--- config.mk ---
export PLATFORM = sky130hd
export DESIGN_NAME = upower_run_ctrl
export DESIGN_NICKNAME = d
export VERILOG_FILES = /design/src/rtl/upower_run_ctrl.sv
export SDC_FILE = /design/constraint.sdc
export NUM_CORES = 1
export LEC_CHECK = 0
export ABC_AREA = 1
export CORE_ASPECT_RATIO = 1.4
export CORE_MARGIN = 5
export CORE_UTILIZATION = 45
export CTS_CLUSTER_SIZE = 20
export DETAILED_ROUTE_END_ITERATION = 8
export PLACE_DENSITY = 0.68
export SETUP_SLACK_MARGIN = 0.4
export SKIP_CTS_REPAIR_TIMING = 1
export SYNTH_ARGS = -nofsm -noshare
export SYNTH_HDL_FRONTEND = slang
export SYNTH_SLANG_ARGS = --single-unit
--- constraint.sdc ---
create_clock -name clock -period 2.3 [get_ports clock]
set_clock_uncertainty 0.15 [all_clocks]
set_input_delay 0.46 -clock clock [delete_from_list [all_inputs] [get_ports clock]]
set_output_delay 0.46 -clock clock [all_outputs]
set_load 0.02 [all_outputs]
--- src/rtl/upower_run_ctrl.sv ---
// -----------------------------------------------------------------------------
// upower_run_ctrl
//
// Run controller for the uPower core. It decides in which cycles the core
// clock enable is asserted, counts the enabled cycles, and records why the
// last run stopped.
//
// Parameters
//   CNT_W     width of the cycle limit and cycle counter (4..32)
//   STEP_LEN  core cycles executed per accepted step pulse (1..255)
//
// Ports
//   clock        single clock, all state changes on its rising edge
//   reset        synchronous active-high reset
//   start        one-cycle pulse launching a run (mode/max_cycles sampled)
//   mode         00 run-N, 01 free-run, 10 single-step, 11 reserved
//   max_cycles   cycle limit for run-N and single-step
//   step         one-cycle pulse advancing the core in single-step mode
//   halt_req     core retired a halt instruction (sampled while enabled)
//   abort        forces the run to stop
//   core_en      registered clock enable to the core
//   busy         high outside IDLE and DONE
//   done         high in DONE
//   cycle_count  enabled core cycles in the current or last run (saturating)
//   stop_reason  00 none, 01 limit, 10 halt, 11 abort
// -----------------------------------------------------------------------------
module upower_run_ctrl #(
  parameter int CNT_W    = 16,
  parameter int STEP_LEN = 1
) (
  input  logic             clock,
  input  logic             reset,
  input  logic             start,
  input  logic [1:0]       mode,
  input  logic [CNT_W-1:0] max_cycles,
  input  logic             step,
  input  logic             halt_req,
  input  logic             abort,
  output logic             core_en,
  output logic             busy,
  output logic             done,
  output logic [CNT_W-1:0] cycle_count,
  output logic [1:0]       stop_reason
);

  typedef enum logic [2:0] {
    S_IDLE      = 3'd0,
    S_RUN       = 3'd1,
    S_STEP_WAIT = 3'd2,
    S_STEP_EXEC = 3'd3,
    S_DONE      = 3'd4
  } state_t;

  localparam logic [1:0] MODE_RUN_N = 2'b00;
  localparam logic [1:0] MODE_FREE  = 2'b01;
  localparam logic [1:0] MODE_STEP  = 2'b10;
  localparam logic [1:0] MODE_RSVD  = 2'b11;

  localparam logic [1:0] RSN_NONE  = 2'b00;
  localparam logic [1:0] RSN_LIMIT = 2'b01;
  localparam logic [1:0] RSN_HALT  = 2'b10;
  localparam logic [1:0] RSN_ABORT = 2'b11;

  localparam logic [CNT_W-1:0] CNT_ONE   = {{(CNT_W-1){1'b0}}, 1'b1};
  localparam logic [CNT_W-1:0] CNT_MAX   = {CNT_W{1'b1}};
  localparam logic [7:0]       STEP_LAST = 8'(STEP_LEN - 1);

  state_t           state_q, state_d;
  logic [1:0]       mode_q, mode_d;
  logic [CNT_W-1:0] max_q, max_d;
  logic [CNT_W-1:0] count_q, count_d;
  logic [1:0]       reason_q, reason_d;
  logic [7:0]       step_cnt_q, step_cnt_d;
  logic             core_en_q, core_en_d;

  logic             limit_hit;

  // The limit fires in the enabled cycle that brings the count up to
  // max_cycles. A zero limit never reaches RUN/STEP_EXEC in the limited
  // modes, so max_q-1 cannot underflow when it matters.
  assign limit_hit = core_en_q && (mode_q != MODE_FREE) &&
                     (count_q == (max_q - CNT_ONE));

  always_comb begin
    state_d    = state_q;
    mode_d     = mode_q;
    max_d      = max_q;
    reason_d   = reason_q;
    step_cnt_d = step_cnt_q;
    count_d    = count_q;

    // Every enabled cycle is counted, including the one that stops the run.
    if (core_en_q && (count_q != CNT_MAX)) begin
      count_d = count_q + CNT_ONE;
    end

    unique case (state_q)
      S_IDLE, S_DONE: begin
        if (start && (mode != MODE_RSVD)) begin
          mode_d     = mode;
          max_d      = max_cycles;
          count_d    = '0;
          reason_d   = RSN_NONE;
          step_cnt_d = '0;
          if ((mode != MODE_FREE) && (max_cycles == '0)) begin
            state_d  = S_DONE;
            reason_d = RSN_LIMIT;
          end else if (mode == MODE_STEP) begin
            state_d = S_STEP_WAIT;
          end else begin
            state_d = S_RUN;
          end
        end
      end

      S_RUN: begin
        if (abort) begin
          state_d  = S_DONE;
          reason_d = RSN_ABORT;
        end else if (halt_req) begin
          state_d  = S_DONE;
          reason_d = RSN_HALT;
        end else if (limit_hit) begin
          state_d  = S_DONE;
          reason_d = RSN_LIMIT;
        end
      end

      S_STEP_WAIT: begin
        if (abort) begin
          state_d  = S_DONE;
          reason_d = RSN_ABORT;
        end else if (step) begin
          state_d    = S_STEP_EXEC;
          step_cnt_d = '0;
        end
      end

      S_STEP_EXEC: begin
        // step is deliberately not looked at here: pulses during a burst
        // are dropped rather than queued.
        if (abort) begin
          state_d  = S_DONE;
          reason_d = RSN_ABORT;
        end else if (halt_req) begin
          state_d  = S_DONE;
          reason_d = RSN_HALT;
        end else if (limit_hit) begin
          state_d  = S_DONE;
          reason_d = RSN_LIMIT;
        end else if (step_cnt_q == STEP_LAST) begin
          state_d = S_STEP_WAIT;
        end else begin
          step_cnt_d = step_cnt_q + 8'd1;
        end
      end

      default: begin
        state_d = S_IDLE;
      end
    endcase

    // core_en is registered from the next state so it lines up exactly with
    // the RUN and STEP_EXEC cycles.
    core_en_d = (state_d == S_RUN) || (state_d == S_STEP_EXEC);
  end

  always_ff @(posedge clock) begin
    if (reset) begin
      state_q    <= S_IDLE;
      mode_q     <= MODE_RUN_N;
      max_q      <= '0;
      count_q    <= '0;
      reason_q   <= RSN_NONE;
      step_cnt_q <= '0;
      core_en_q  <= 1'b0;
    end else begin
      state_q    <= state_d;
      mode_q     <= mode_d;
      max_q      <= max_d;
      count_q    <= count_d;
      reason_q   <= reason_d;
      step_cnt_q <= step_cnt_d;
      core_en_q  <= core_en_d;
    end
  end

  assign core_en     = core_en_q;
  assign busy        = (state_q != S_IDLE) && (state_q != S_DONE);
  assign done        = (state_q == S_DONE);
  assign cycle_count = count_q;
  assign stop_reason = reason_q;

endmodule

==> impl_metrics.tcl <==
set metrics [dict create \
    fin_crit_sh_pct 90.69 \
    ctsRootBufferMaster "clkbuf_8" \
    grt_overflow_total 0 \
    area_delta_synth_final_pct 30.85 \
    fmax_mhz 479.4 \
    io_pins 45 \
    fin_nets 581 \
    drv_cap 0 \
    ant_nets 0 \
    peakVddDrop_v 0.0002238 \
    cts_sinks 48 \
    cp_max_fo 8 \
    first_global_vias 3204 \
    drt_iter0_drc 159 \
    hold_ws_ps 326.6 \
    synth_nets 516 \
    yosys_warnings 0 \
    startpoint_type "flip-flop" \
    dieArea_um2 8901 \
    relSlewSlack_pct 62.82 \
    worstSetupEndpointType "flip-flop" \
    crit_required_ps 2350 \
    final_util_pct 60.21 \
    cts_buffers 5 \
    grt_pass1_wl_um 14200 \
    fillers 692 \
    synth_area_leaders "dfxtp_1 30%, nand2_1 12%, nor2_1 8.6%" \
    arrival_ps 2140 \
    worstMarginPinSlew_ps 552.7 \
    post-place-ws_ps -7.479 \
    initial_core_util_pct 46.01 \
    clk_latency_ps 310 \
    die_h_um 109.7 \
    path_class "flip-flop to flip-flop" \
    fin_ws_ps 214.2 \
    grt_usage_pct 20.64 \
    final.min_clock_period_ps 2086 \
    gp_congestion 0.9413 \
    postSynthAreaPerCell_um2 6.541 \
    totalWireLength_um 8864 \
    yosys.area.top_type "dfxtp_1" \
    tritoncts "done" \
    drv_slew 0 \
    synthDistinctLibCells 37 \
    hpwl_um 6849 \
    synth_seq_area_share_pct 30.11 \
    drive_gt1_share_pct 17.33 \
    hold_class "flip-flop to flip-flop" \
    antenna_found_initial 0 \
    p_per_area_nw_per_um2 492.5 \
    portBuffers 44 \
    vias 3344 \
    rsz0062_at_grt "true" \
    clk_pin_slew_ps 90 \
    clockBufferDepth 2 \
    synth.cell_area_um2 3192 \
    core_um2 6937 \
    ys_ff_latch 48 \
    drc 0 \
    antenna_cells 0 \
    leakage_nw 2.148 \
    firstDrtPassIters 4 \
    via_per_inst 5.153 \
    grt_start_max_net_pins 20 \
    status "complete, no violations" \
    wl_per_cell_um 13.66 \
    finalHoldViolCount 0 \
    fp-row-count 36 \
    fp.dieW_um 81.18 \
    htree_num_levels 2 \
    fin_setup_tns_ps 0 \
    yosysTopAreaCellShare_pct 30.11 \
    syn_inst 488 \
    setup_violations 0 \
]
final cells by class:
cell class / instances / area [µm²] / area share, %
inverters: 58 / 220.2 / 5.273
multi-input cells: 371 / 2069 / 49.55
clock inverters: 1 / 7.507 / 0.1797
repair buffers: 69 / 690.7 / 16.54
clock buffers: 7 / 86.33 / 2.067
well taps: 95 / 118.9 / 2.846
flip-flops and latches: 48 / 983.4 / 23.55
power by group:
group          total [mW]  internal (mW)  switching (mW)  leakage (nW)
clock network       0.540          0.245           0.295        0.0445
logic               0.607          0.238           0.369          1.71
registers           0.910          0.865          0.0452         0.397
metal layers:
| metal | routed length [µm] | share of wire [%] | vias to the layer above | track usage (%) |
|---|---|---|---|---|
| met3 | 309 | 3.5 | 22 | 4.016 |
| met2 | 4850 | 55 | 75 | 39.07 |
| met5 | 0 | 0 | - | 0 |
| met1 | 3505 | 40 | 1538 | 22.05 |
| li1 | - | - | 1709 | - |
| met4 | 198 | 2.2 | 0 | 7.850 |
worst paths after layout:
| path | cells after the start | start | end | slack, ps |
|---|---|---|---|---|
| hold reg to reg | 2 | mode_q[1] | mode_q[1] | 330 |
| setup / recovery | 12 | max_q[1] | step_cnt_q[0] | 210 |
| setup reg to reg | 12 | max_q[1] | step_cnt_q[0] | 210 |
| hold / removal | 2 | mode_q[1] | mode_q[1] | 330 |
flip-flops by register name, indices dropped and copies added, names as in the netlist:
name / cells
core_en: 1
stop_reason: 2
state_q: 3
step_cnt_q: 8
max_q: 16
mode_q: 2
cycle_count: 16
layout by cell type, fill, tap and decap left out, types with 6 or more instances in the layout:
cell               n
clkbuf_8           6
nand2_1          104
buf_4             22
nor2_4             7
o21ai_0           22
nand2_2            7
nor2_1            72
nand4_1           13
dfxtp_1           38
dlymetal6s2s_1    19
dfxtp_2            6
inv_1             51
a21oi_1           27
clkdlybuf4s50_1   24
nand3_1           38
xor2_1            22
logic make-up (layout without fill, tap and decap cells):
logic type                 after synthesis  after routing  synth area share [%]
DFF                                     48             48                 30.11
and+or+nand+nor                        279            279                 42.22
buffers and inverters                   69            135                 8.467
AOI/OAI and AO/OA                       61             61                 10.23
xor gates and xnor gates                27             27                 7.409
adders and majority gates                4              4                 1.568
synthesized netlist by cell type:
master and n:
nand2_1 106, nor2_1 73, inv_1 55, dfxtp_1 48, nand3_1 41, a21oi_1 31
o21ai_0 22, xor2_1 22, nand4_1 13, nor3_1 8, clkbuf_1 7, nor2_2 6
nand2_2 5, nor2_4 5, xnor2_1 5, ha_1 4, nand2_4 4, nand3b_1 4
nor4_1 4, nand3_2 3, nor3_2 3, buf_2 2, inv_2 2, nor2_8 2
a211oi_1 1, a21boi_0 1, a22oi_1 1, a31oi_1 1, buf_6 1, clkbuf_2 1
clkinv_1 1, nand3_4 1, o211a_1 1, o21ai_1 1, o21ai_2 1, o221ai_1 1
or2_2 1
metrics by stage:
step / std cells / power (mW) / instance area (µm²)
after floorplan: 488 / 1.339 / 3212
after global placement: 637 / 1.511 / 3889
after detailed placement: 637 / 1.519 / 3889
after CTS: 645 / 2.061 / 3983
after global routing: 649 / 2.178 / 4177
final: 649 / 2.057 / 4177
critical path, cell delays in order, from the launching register on:
cell	delay [ps]
dfxtp_1	310
inv_2	100
ha_4	190
nand2_4	100
nor2_8	150
nand2_2	70
nand3_2	80
nand4_1	90
nor2_1	230
nand3_4	170
buf_12	180
nand4_1	90
a21oi_2	60
Note: power is estimated with default switching activity, not from simulation.
